## src/rtl/irq_sequencer.sv

```systemverilog
// Fixed-priority interrupt sequencer: edge-latched requests, per-line mask, pulse/ack/RTI handshake, no nesting.
// Latency: event edge k -> pending after k -> Interrupt after k+1; unacked pulses repeat every INT_PULSE+ACK_TIMEOUT cycles.
module irq_sequencer #(
   parameter int N_IRQ       = 4,
   parameter int ID_W        = 2,
   parameter int INT_PULSE   = 2,
   parameter int ACK_TIMEOUT = 15
) (
   input  logic             clk,
   input  logic             rst,
   input  logic [N_IRQ-1:0] irq_req,
   input  logic             mask_wr,
   input  logic [N_IRQ-1:0] mask_data,
   input  logic             int_ack,
   input  logic             rti_done,
   output logic             Interrupt,
   output logic [ID_W-1:0]  irq_id,
   output logic             in_service,
   output logic [N_IRQ-1:0] pending,
   output logic [N_IRQ-1:0] mask
);

   localparam int CNT_MAX = (INT_PULSE > ACK_TIMEOUT) ? INT_PULSE : ACK_TIMEOUT;
   localparam int CNT_W   = $clog2(CNT_MAX + 1);

   typedef enum logic [1:0] {
      S_IDLE,
      S_REQ,
      S_WAIT_ACK,
      S_IN_SERVICE
   } state_t;

   state_t             r_state;
   logic [CNT_W-1:0]   r_cnt;
   logic               r_int;
   logic [ID_W-1:0]    r_id;
   logic               r_in_svc;
   logic [N_IRQ-1:0]   r_prev;
   logic [N_IRQ-1:0]   r_pending;
   logic [N_IRQ-1:0]   r_mask;

   logic [N_IRQ-1:0]   w_edge;
   logic [N_IRQ-1:0]   w_elig;
   logic               w_any;
   logic               w_grant;
   logic [ID_W-1:0]    w_sel;
   logic [N_IRQ-1:0]   w_clr;

   assign w_edge  = irq_req & ~r_prev;
   assign w_elig  = r_pending & r_mask;
   assign w_any   = |w_elig;
   assign w_grant = (r_state == S_IDLE) && w_any;

   // Scan from the top so the lowest eligible index wins.
   always_comb begin
      w_sel = '0;
      for (int i = N_IRQ - 1; i >= 0; i--) begin
         if (w_elig[i]) w_sel = ID_W'(i);
      end
   end

   assign w_clr = w_grant ? (N_IRQ'(1) << w_sel) : '0;

   // A fresh edge on the line being granted re-sets its bit, so the event is kept.
   always_ff @(posedge clk or negedge rst) begin
      if (!rst) begin
         r_prev    <= '0;
         r_pending <= '0;
         r_mask    <= '1;
      end else begin
         r_prev    <= irq_req;
         r_pending <= (r_pending & ~w_clr) | w_edge;
         if (mask_wr) r_mask <= mask_data;
      end
   end

   always_ff @(posedge clk or negedge rst) begin
      if (!rst) begin
         r_state  <= S_IDLE;
         r_cnt    <= '0;
         r_int    <= 1'b0;
         r_id     <= '0;
         r_in_svc <= 1'b0;
      end else begin
         case (r_state)
            S_IDLE: begin
               if (w_any) begin
                  r_state <= S_REQ;
                  r_id    <= w_sel;
                  r_int   <= 1'b1;
                  r_cnt   <= '0;
               end
            end
            S_REQ: begin
               if (int_ack) begin
                  r_state  <= S_IN_SERVICE;
                  r_int    <= 1'b0;
                  r_in_svc <= 1'b1;
               end else if (r_cnt == CNT_W'(INT_PULSE - 1)) begin
                  r_state <= S_WAIT_ACK;
                  r_int   <= 1'b0;
                  r_cnt   <= '0;
               end else begin
                  r_cnt <= r_cnt + 1'b1;
               end
            end
            S_WAIT_ACK: begin
               if (int_ack) begin
                  r_state  <= S_IN_SERVICE;
                  r_in_svc <= 1'b1;
               end else if (r_cnt == CNT_W'(ACK_TIMEOUT - 1)) begin
                  r_state <= S_REQ;
                  r_int   <= 1'b1;
                  r_cnt   <= '0;
               end else begin
                  r_cnt <= r_cnt + 1'b1;
               end
            end
            S_IN_SERVICE: begin
               if (rti_done) begin
                  r_state  <= S_IDLE;
                  r_in_svc <= 1'b0;
               end
            end
            default: begin
               r_state  <= S_IDLE;
               r_int    <= 1'b0;
               r_in_svc <= 1'b0;
            end
         endcase
      end
   end

   assign Interrupt  = r_int;
   assign irq_id     = r_id;
   assign in_service = r_in_svc;
   assign pending    = r_pending;
   assign mask       = r_mask;

endmodule

```

## config.mk

```make
export PLATFORM = sky130hd
export DESIGN_NAME = irq_sequencer
export DESIGN_NICKNAME = d
export VERILOG_FILES = /design/src/rtl/irq_sequencer.sv
export SDC_FILE = /design/constraint.sdc
export NUM_CORES = 1
export LEC_CHECK = 0
export CAP_MARGIN = 40
export CELL_PAD_IN_SITES_DETAIL_PLACEMENT = 1
export CELL_PAD_IN_SITES_GLOBAL_PLACEMENT = 1
export CORE_MARGIN = 4
export CORE_UTILIZATION = 40
export DETAILED_ROUTE_END_ITERATION = 8
export GPL_ROUTABILITY_DRIVEN = 0
export GPL_TIMING_DRIVEN = 0
export PLACE_DENSITY = 0.91
export REMOVE_ABC_BUFFERS = 1
export SLEW_MARGIN = 10
export SYNTH_ARGS = -nofsm -noshare
export SYNTH_HDL_FRONTEND = slang
export SYNTH_SLANG_ARGS = --single-unit
```

## constraint.sdc

```tcl
create_clock -name clk -period 4.7 [get_ports clk]
set_clock_uncertainty 0.1 [all_clocks]
set_input_delay 1.41 -clock clk [delete_from_list [all_inputs] [get_ports clk]]
set_output_delay 1.41 -clock clk [all_outputs]
set_load 0.03 [all_outputs]
```

### Word-level counts from Yosys, hierarchy flattened

Cells that the tools add are included.

| word-level totals | value |
|---|---|
| bits in registers | 22 |
| input port bits | 13 |
| logic and storage cells | 67 |

| operators by class | value |
|---|---|
| $add $sub $neg | 1 |
| bitwise logic cells | 6 |
| shift-type cells | 1 |
| muxes and demuxes | 27 |
| equal/unequal tests | 13 |
| reduce and logical (&&, ||, !) cells | 11 |

Operators with widths:

| operator | count |
|---|---|
| $mux 4 | 6 |
| $mux 2 | 10 |
| $and 4x4->4 | 3 |
| $pmux 4 s3 | 1 |
| $ne 2x2->1 const B | 5 |
| $not 4->4 | 2 |
| $pmux 2 s4 | 1 |
| $reduce_and 4->1 | 2 |
| $mux 1 | 7 |
| $ne 3x3->1 const B | 2 |
| $reduce_and 5->1 | 1 |
| $add 4x1->4 const B | 1 |
| $eq 2x2->1 const B | 2 |
| $eq 4x1->1 const B | 1 |
| $eq 4x4->1 const B | 1 |
| $or 4x4->4 | 1 |
| $reduce_or 4->1 | 1 |
| $shl 1x2->4 const A | 1 |
| $pmux 1 s3 | 1 |
| $reduce_and 3->1 | 1 |
| $reduce_bool 3->1 | 1 |
| $eq 2x1->1 const B | 1 |
| $logic_not 2->1 | 1 |
| $ne 2x1->1 const B | 1 |
| 5 further kinds | 5 |

### Logic depth before layout (Yosys ltp)

| depth | value |
|---|---|
| depth after elaboration | 10 |
| gate-level depth with buffers | 8 |

### Worst setup path after synthesis

No wires, ideal clock.

| timing path | value |
|---|---|
| path kind | input to register |
| start point | in int_ack |
| end point | reg r_state[1] |
| cell stages on the path | 4 |
| data arrival time | 2152 ps |
| setup slack | 2316 ps |
| path buffers | 1 |
| library setup time | 131 ps |
| cell sequence | buf_2 > o311a_2 > a21oi_1 > a31oi_1 |

| between the ends | value |
|---|---|
| longest elaborated chain between the ends | 2 |
| elaborated cells between the ends (all ways) | 6 |
| those cells by class | eq/ne: 2; mux: 3; reduce/logical: 1 |

RTL lines:

| item | RTL line | text |
|---|---|---|
| start, declared | 14 | `input logic int_ack,` |
| $ne 3x3->1 (no line), or another cell as far along | -- |  |
| $reduce_and 4->1 (no line) / $pmux 2 s4 (equally long branches) | -- |  |
| end signal, assigned | 79 | `r_state <= S_IDLE;` |
| end signal, assigned | 88 | `r_state <= S_REQ;` |
| end signal, assigned | 96 | `r_state <= S_IN_SERVICE;` |
| end, declared | 33 | `state_t r_state;` |

Parallel ways exist; a longest one is shown, timed or not.
A chain may end at the register's enable or synchronous reset.

### Worst setup path in the final report

| timing path | value |
|---|---|
| start point | reg r_mask[0], in the netlist mask[0] |
| end point | out mask[0] |

RTL lines:

| item | RTL line | text |
|---|---|---|
| start, declared | 40 | `logic [N_IRQ-1:0] r_mask;` |
| start signal, assigned | 73 | `if (mask_wr) r_mask <= mask_data;` |
| end, declared | 20 | `output logic [N_IRQ-1:0] mask` |

No word-level cell between the ends.

==> reports/metrics.csv <==
stage,metric,value,unit
power,P_leak,0.615,nW
global_routing,first-pass GRT wire length,5.09,mm
cts,H-tree depth,1,
placed_design,Post-DP HPWL,2.35,mm
finish,layout cells sized above 1,0.126,
route,drt wl/cell,16.8,microns
floorplanning,core box area,0.00273,sq mm
floorplanning,Starting Density,0.418,
floorplanning,DIE HEIGHT,61.4,microns
floorplanning,Die Area,0.00377,sq mm
route,# DRC,0,
finish,fillers,327,
synth,Yosys reg bits,22,
power,Power Density,592,mW/mm^2
critical_path,Crit Path Category,flip-flop to output port,
cts,TritonCTS Buffers,3,
global_routing,grt total ovfl,0,
sta,count of pins over their slew limit,0,
cts,Num Clock Sinks,22,
critical_path,number of cells on the critical path,1,
critical_path,CP max stage delay,0.70,ns
route,Post-DRT Antenna Nets,0,
synth,yosys warns,0,
run,max cap viols,0,
sta,final hold slack,0.342,ns
run_status,status,finished clean,
critical_path,reg2reg path depth,6,
critical_path,Worst Path Required,3.19,ns
floorplanning,IO Count,25,
sta,Slew HR,0.677,
global_routing,GR Util met2,0.328,
cts,TritonCTS clock tree,done,
route,final wirelength,2.92,mm
synth,Yosys cell types,34,
global_routing,vias in the first global route,1102,
synth,Post-synth EDFFs,0,
critical_path,"Slowest-stage cell, CP",clkdlybuf4s50_1,
global_routing,largest net degree at the start of global routing,15,
finish,register area,556,sq um
cts,root buffer cell,clkbuf_4,
floorplanning,Die X,61.4,microns
synth,sequential-to-total area share from yosys stat,0.486,
synth,Mapped Area,0.00114,sq mm
route,1st-iter DRT viols,27,
finish,"non-filler cells, final",174,
sta,final setup fails,0,
critical_path,Crit. End Element,output port,
route,DRT Pass-1 Iters,4,
finish,nets,162,
sta,Final Worst Setup Slack,1.60,ns
sta,Fin. Hold Viols,0,
sta,min Tclk post-route,3.10,ns
power,Peak VDD IR,0.334,mV
placed_design,Post-Place Cells,170,
route,vias per cell,5.73,
route,via count,997,
worst_hold_path,Hold WC Path Type,flip-flop to flip-flop,
synth,Post-Synthesis Cells,118,
cts,worst skew pair latency,0.31,ns
global_routing,gr usage total,0.184,
sta,final setup TNS,0,ns
sta,actual slew at the worst max-slew pin,0.483,ns
cts,cts repair resizes,0,
finish,Multi-input gate area,533,sq um
floorplanning,row count,19,
finish,synth-to-layout area growth,26.8,%
cts,# Post-CTS Setup Buffers,0,
critical_path,crit path max fanout,5,
critical_path,CP bufs+invs,1,
worst_hold_path,Hold Crit Depth,1,
cts,clock-pin slew on the worst setup and hold paths,0.11,ns
cts,Post-CTS Hold Buffers,0,
placed_design,I/O Buffers,24,
sta,unrepaired setup endpoints after global routing,no,
critical_path,"Critical Path, Cell by Cell",clkdlybuf4s50_1,
global_routing,initial antenna violation count,0,
synth,Avg Inst Size Synth,9.68,sq um
critical_path,Setup crit start kind,flip-flop,
finish,Antenna diodes,0,
global_routing,GRT met1 Usage,0.214,
critical_path,crit path DAT,1.59,ns
synth,commonest register cell after synthesis,dfrtp_1,
critical_path,crit-path leading delay family,buffers and inverters,
power,Power Total,0.000858,W
sta,Final period util,0.659,
sta,Fmax achieved,0.323,GHz
global_routing,global route hottest layer,met2,
synth,asr flop ratio synth,1.00,
cts,Max clock buf depth,2,
placed_design,DP Worst Slack,1.66,ns
global_routing,M3 GR Usage,0.0440,
## stage by stage
| stage | util | cell area [sq um] |
|---|---|---|
| 6_report | 0.530 | 1450 |
| 5_1_grt | 0.530 | 1450 |
| 4_1_cts | 0.530 | 1450 |
| 3_5_place_dp | 0.517 | 1410 |
| 3_3_place_gp | 0.511 | 1400 |
| 2_1_floorplan | - | 1120 |
## cells by family after synthesis
| group | count (synthesis) | synth area share |
|---|---|---|
| compound gates | 38 | 0.208 |
| fa+ha+maj | 5 | 0.0548 |
| buf+inv | 12 | 0.0471 |
| flops | 22 | 0.486 |
| mux | 4 | 0.0394 |
| simple gates | 37 | 0.164 |
## final cells by class
type	instances	share of cell area
repair buffers	25	0.176
inverters	8	0.0207
flip-flops and latches	22	0.383
well taps	31	0.0268
clock buffers	4	0.0250
multi-input cells	84	0.368
## final timing paths
path	start	to	slack, ns
setup / recovery	mask[0]	mask[0]	1.60
hold / removal	r_prev[1]	pending[1]	0.34
setup reg to reg	r_state[1]	r_cnt[2]	2.52
hold reg to reg	r_prev[1]	pending[1]	0.34
max in group asynchronous	rst	mask[3]	2.64
min in group asynchronous	rst	pending[3]	1.31
## where the power goes
part / leakage, nW / internal (W) / switching (W)
registers: 0.252 / 0.000241 / 0.0000525
logic: 0.342 / 0.000185 / 0.000275
clock network: 0.0210 / 0.0000473 / 0.0000570
total: 0.615 / 0.000473 / 0.000385
## flip-flops by register name, summed over array words and instances (netlist names)
register and cells:
r_cnt 4, r_state 2, r_prev 4, in_service 1
mask 4, pending 4, Interrupt 1, irq_id 2
## per-layer routing
metal  wire [microns]  part of all wire
met1             1180              0.40
met2             1500              0.51
met3              185             0.063
met4               51             0.017
met5                0                 0
## synth_stat cells, drive strengths merged (2+ instances only)
master,instances,area [sq um]
o21ai,16,80.1
dfrtp,18,450
nand3,3,15.0
a21oi,10,53.8
buf,2,16.3
nand4,3,18.8
nor2,2,7.51
clkbuf,2,7.51
dfstp,4,105
inv,8,30.0
mux2,4,45.0
o31ai,2,15.0
ha,5,62.6
nor3,5,25.0
nand2,16,60.1
a22o,3,26.3
## placed cells by master (no fill, tap or decap), drive strengths merged
master	n
a211oi	1
a21boi	1
a21oi	10
a22o	3
a31oi	1
a41oi	1
and2	1
and2b	1
buf	1
clkbuf	4
clkdlybuf4s50	24
dfrtp	18
dfstp	4
ha	5
inv	8
mux2	4
nand2	16
nand2b	1
nand3	3
nand3b	1
nand4	3
nor2	2
nor3	5
nor4	1
o21a	1
o21ai	16
o311a	1
o31ai	2
o41ai	1
or2	1
or3	1
or4b	1
(Power assumes the default switching activity.)
